===== src/rtl/approx_mul_pipe.sv =====
`timescale 1ns/1ps
// approx_mul_pipe: 3-stage valid/ready unsigned multiplier. Each beat picks
// either the exact product or an approximate one. In the approximate result,
// every column below APPROX_COLS is the OR of its partial-product bits.
// Optional macro APPROX_MUL_STATS_EN adds saturating error statistics
// (stat_count / stat_err) and an exact-product side path.
module approx_mul_pipe #(
  parameter int WIDTH_A     = 8,
  parameter int WIDTH_B     = 8,
  parameter int APPROX_COLS = 4,
  parameter int STAT_W      = 32
) (
  input  logic                       clk,
  input  logic                       rst,
  input  logic                       in_valid,
  output logic                       in_ready,
  input  logic [WIDTH_A-1:0]         in_a,
  input  logic [WIDTH_B-1:0]         in_b,
  input  logic                       in_approx,
  output logic                       out_valid,
  input  logic                       out_ready,
  output logic [WIDTH_A+WIDTH_B-1:0] out_p,
  output logic                       out_approx
`ifdef APPROX_MUL_STATS_EN
  ,
  output logic [STAT_W-1:0]          stat_count,
  output logic [STAT_W-1:0]          stat_err
`endif
);

  localparam int PW = WIDTH_A + WIDTH_B;
  // Columns below APPROX_COLS belong to the OR-approximated low part.
  localparam logic [PW-1:0] LO_MASK = (PW'(1) << APPROX_COLS) - PW'(1);

  if (WIDTH_A < 2 || WIDTH_A > 32 || WIDTH_B < 2 || WIDTH_B > 32) begin : g_bad_width
    $error("approx_mul_pipe: operand widths must be 2..32");
  end
  if (APPROX_COLS < 0 || APPROX_COLS > PW - 1) begin : g_bad_cols
    $error("approx_mul_pipe: APPROX_COLS out of range");
  end
  if (STAT_W < 1) begin : g_bad_stat
    $error("approx_mul_pipe: STAT_W must be positive");
  end

  // Exact unsigned product at full output width.
  function automatic logic [PW-1:0] exact_mul(input logic [WIDTH_A-1:0] a,
                                              input logic [WIDTH_B-1:0] b);
    return PW'(a) * PW'(b);
  endfunction

  // Weighted sum of the partial products in columns >= APPROX_COLS.
  function automatic logic [PW-1:0] approx_hi(input logic [WIDTH_A-1:0] a,
                                              input logic [WIDTH_B-1:0] b);
    logic [PW-1:0] acc;
    logic [PW-1:0] row;
    acc = '0;
    for (int i = 0; i < WIDTH_A; i++) begin
      row = (PW'(b) << i) & ~LO_MASK;
      if (((a >> i) & WIDTH_A'(1)) != '0) acc = acc + row;
    end
    return acc;
  endfunction

  // Per-column OR of the partial products below APPROX_COLS; no carries.
  function automatic logic [PW-1:0] approx_lo(input logic [WIDTH_A-1:0] a,
                                              input logic [WIDTH_B-1:0] b);
    logic [PW-1:0] l;
    l = '0;
    for (int i = 0; i < WIDTH_A; i++) begin
      for (int j = 0; j < WIDTH_B; j++) begin
        if ((i + j < APPROX_COLS) &&
            (((a >> i) & WIDTH_A'(1)) != '0) &&
            (((b >> j) & WIDTH_B'(1)) != '0))
          l = l | (PW'(1) << (i + j));
      end
    end
    return l;
  endfunction

  logic                stall;
  logic                vld_p0, vld_p1, vld_p2;
  logic [WIDTH_A-1:0]  a_p0;
  logic [WIDTH_B-1:0]  b_p0;
  logic                apx_p0, apx_p1;
  logic [PW-1:0]       hi_p1, lo_p1;

  // One global stall freezes every stage; bubbles are kept, never squeezed.
  assign stall     = vld_p2 & ~out_ready;
  assign in_ready  = rst | ~stall;
  assign out_valid = vld_p2;

  // Stage valid bits: cleared by reset, shift only when not stalled.
  always_ff @(posedge clk) begin
    if (rst) begin
      vld_p0 <= 1'b0;
      vld_p1 <= 1'b0;
      vld_p2 <= 1'b0;
    end else if (!stall) begin
      vld_p0 <= in_valid;
      vld_p1 <= vld_p0;
      vld_p2 <= vld_p1;
    end
  end

  // ---- S0: operand and mode capture ----
  always_ff @(posedge clk) begin
    if (!stall) begin
      a_p0   <= in_a;
      b_p0   <= in_b;
      apx_p0 <= in_approx;
    end
  end

  // ---- S1: high/low parts (exact product goes in hi with lo zero) ----
  always_ff @(posedge clk) begin
    if (!stall) begin
      if (apx_p0) begin
        hi_p1 <= approx_hi(a_p0, b_p0);
        lo_p1 <= approx_lo(a_p0, b_p0);
      end else begin
        hi_p1 <= exact_mul(a_p0, b_p0);
        lo_p1 <= '0;
      end
      apx_p1 <= apx_p0;
    end
  end

  // ---- S2: final combine; L never carries into hi, so the add is exact ----
  always_ff @(posedge clk) begin
    if (rst) begin
      out_p      <= '0;
      out_approx <= 1'b0;
    end else if (!stall) begin
      out_p      <= hi_p1 + lo_p1;
      out_approx <= apx_p1;
    end
  end

`ifdef APPROX_MUL_STATS_EN
  localparam int SUM_W = ((STAT_W > PW) ? STAT_W : PW) + 1;

  // Saturating accumulate: clamps at all-ones instead of wrapping.
  function automatic logic [STAT_W-1:0] sat_add(input logic [STAT_W-1:0] acc,
                                                input logic [PW-1:0]     inc);
    logic [SUM_W-1:0] s;
    s = SUM_W'(acc) + SUM_W'(inc);
    if (s > SUM_W'({STAT_W{1'b1}})) return '1;
    return s[STAT_W-1:0];
  endfunction

  logic [PW-1:0] ex_p1, ex_p2;
  logic          stat_fire;

  assign stat_fire = vld_p2 & out_ready & out_approx;

  // Exact product travels in lockstep with S1/S2 for error measurement.
  always_ff @(posedge clk) begin
    if (!stall) begin
      ex_p1 <= exact_mul(a_p0, b_p0);
      ex_p2 <= ex_p1;
    end
  end

  // Count approximate results consumed and accumulate their shortfall.
  always_ff @(posedge clk) begin
    if (rst) begin
      stat_count <= '0;
      stat_err   <= '0;
    end else if (stat_fire) begin
      stat_count <= sat_add(stat_count, PW'(1));
      stat_err   <= sat_add(stat_err, ex_p2 - out_p);
    end
  end
`endif

endmodule


===== config.mk =====
export PLATFORM = sky130hd
export DESIGN_NAME = approx_mul_pipe
export DESIGN_NICKNAME = d
export VERILOG_FILES = /design/src/rtl/approx_mul_pipe.sv
export SDC_FILE = /design/constraint.sdc
export NUM_CORES = 1
export LEC_CHECK = 0
export CAP_MARGIN = 10
export CORE_ASPECT_RATIO = 1.25
export CORE_MARGIN = 2
export CORE_UTILIZATION = 55
export DETAILED_ROUTE_END_ITERATION = 8
export DONT_BUFFER_PORTS = 1
export GPL_ROUTABILITY_DRIVEN = 0
export GPL_TIMING_DRIVEN = 0
export PLACE_DENSITY = 0.72
export SYNTH_ARGS = -nofsm -noshare
export SYNTH_HDL_FRONTEND = slang
export SYNTH_SLANG_ARGS = --single-unit

===== constraint.sdc =====
create_clock -name clk -period 9.4 [get_ports clk]
set_clock_uncertainty 0.1 [all_clocks]
set_input_delay 1.88 -clock clk [delete_from_list [all_inputs] [get_ports clk]]
set_output_delay 1.88 -clock clk [all_outputs]
set_load 0.01 [all_outputs]

==> out/qor.yml <==
synthTopCellsByCount: "ha_1 (91), inv_1 (84), nand2_1 (77), nor2_1 (77), a21oi_1 (49)"
fin_crit_ns: 9.01
yosysWarnings: 0
dr.pass1.iters: 4
pre_cts_ws_ns: -0.381
powerDensity_nw_per_um2: 250
synthCells: 826
ys_seq_area_frac: 0.217
num-nets-final: 1008
initial_core_util: 0.562
synth.avg_cell_area_um2: 8.61
slew_viol_final: 0
hp-class: "register to register"
vdd_ir_drop_max_mv: 0.115
grt_start_max_net_pins: 27
async_reset_ff_frac: 0
drt-vias-per-instance: 5.90
clk_pin_slew_ns: 0.06
crit_type: "register to register"
max_freq_mhz: 111
placed_area_um2: 7340
first_iter_violations: 362
worst_slack_ns: 0.395
synth_top_family_by_area: "adder cells"
dp.cells: 995
synthSimpleGateAreaFrac: 0.167
num_vias: 6056
drv_cap: 0
rows: 46
crit_path_top_delay_cell: "edfxtp_1"
synth-compound-area-share: 0.202
numCtsBuffers: 9
antenna_left: 0
finalNonFillerCells: 1026
ys_ff_latch: 58
die_w_um: 106
synth_nets: 981
grt_use_total: 0.263
drc: 0
fill_cells: 1124
synth_top_area_frac: 0.160
grt-ovfl-total: 0
relSlewSlack: 0.590
worstSetupStartpointType: "register"
setup_violations: 0
worstMarginPinSlew_ns: 0.610
crit_fanout: 10
fin_area_um2: 7840
synth_fa_ha_area_frac: 0.281
finalCritPeriodShare: 0.958
power_leakage_nw: 3.57
yosysUniqueCellTypes: 69
final_util: 0.619
antenna_found_initial: 0
dp.final_hpwl_mm: 13.9
antenna_cells: 0
outcome: "finished, final reports clean"
whs_ns: 0.368
synth_top_area_cell: "edfxtp_1"
cts_tree: "yes"
grt_first_pass_wirelength_mm: 29.3
crit_arrival_ns: 8.96
ys.flop_type: "edfxtp_1"
synth_area_um2: 7110
route.final.wire_length_mm: 17.8
core_um2: 12700
clock_latency_ns: 0.33
clockBufferDepth: 2
dieHeight_um: 131
synthTopCellsByArea: "edfxtp_1 (16%), ha_1 (16%), fa_1 (12%)"
synthXorXnorAreaFrac: 0.0493
cts-root-buf: "clkbuf_16"
slowest_delay_ns: 0.46
end_kind: "register"
ioPinCount: 40
die_area_um2: 13900
grt_pass1_vias: 6310
synthMuxAreaShare: 0.0209
design_power_total_mw: 1.96
cts.htree.levels: 3
routedWlPerCell_um: 17.3
synth_edf_count: 38
area_growth_pct: 10.3
clkSinkCount: 58
drive_gt1_frac: 0.0874
multi_input_area_um2: 5220
portBuffers: 0
synth.most_common_cell: "ha_1"
cp_data_required_time_ns: 9.35
tns_ns: 0
hold_viol_final: 0
regArea_um2: 1540
[final cells by class]
| type | instances | area share |
|---|---|---|
| Buffer | 28 | 0.0153 |
| Clock buffer | 10 | 0.0292 |
| Clock inverter | 6 | 0.00734 |
| Inverter | 88 | 0.0421 |
| Multi-Input combinational cell | 652 | 0.666 |
| Sequential cell | 58 | 0.197 |
| Tap cell | 168 | 0.0268 |
| Timing Repair Buffer | 16 | 0.0169 |
[cells by family after synthesis]
logic type,Yosys count
AO/OA/AOI/OAI,212
XOR/XNOR,40
adder cells (fa/ha/maj),134
buffers and inverters,116
flip-flops,58
multiplexers,14
AND/OR/NAND/NOR,252
[final timing paths]
path,endpoint,slack (ns),depth (start not counted),startpoint
worst max register to register,hi_p1[14],0.39,46,b_p0[4]
worst min-delay path,vld_p0,0.37,2,vld_p0
worst min register to register,vld_p0,0.37,2,vld_p0
worst max-delay path,hi_p1[14],0.39,46,b_p0[4]
[worst max-delay path: cells and delay by family, from the launching register on]
family / cells / cell delay [ns]
AOI/OAI and AO/OA: 23 / 3.64
xor gates and xnor gates: 2 / 0.24
adders and majority gates: 8 / 2.35
buffers and inverters: 2 / 0.26
DFF: 1 / 0.46
muxes: 2 / 0.42
and+or+nand+nor: 9 / 1.25
[registers in the layout, summed over array words and instances (netlist names)]
name and cells:
hi_p1 16, out_p 16, a_p0 8, b_p0 8, lo_p1 4, apx_p0 1, apx_p1 1, out_approx 1
out_valid 1, vld_p0 1, vld_p1 1
[repair_timing]
action,in CTS,in global routing
gates resized for setup,6,15
setup endpoints to repair,5,6
hold buffers,0,0
pin swaps,0,3
buffers inserted,2,13
[per-layer routing]
metal | part of all wire | global-route usage
met5 | 0 | 0
met4 | 0.036 | 0.125
met3 | 0.042 | 0.0407
met2 | 0.52 | 0.477
met1 | 0.40 | 0.299
[placed cells by master, fill, tap and decap left out, types with 18 or more instances in the layout]
cell type,n
xnor2_1,19
o21ai_0,30
edfxtp_1,38
ha_1,85
nor2_1,77
xor2_1,21
nand2_1,76
a21oi_1,44
and2_1,22
inv_1,84
buf_4,18
o21a_1,21
fa_1,43
dfxtp_1,20
clkbuf_1,21
[where the power goes]
group	total (mW)	leakage (nW)	switching [mW]	internal (mW)
clock network	0.321	0.144	0.118	0.203
registers	0.390	0.575	0.0503	0.340
logic	1.25	2.85	0.700	0.547
Note: power is estimated with default switching activity, not from simulation.
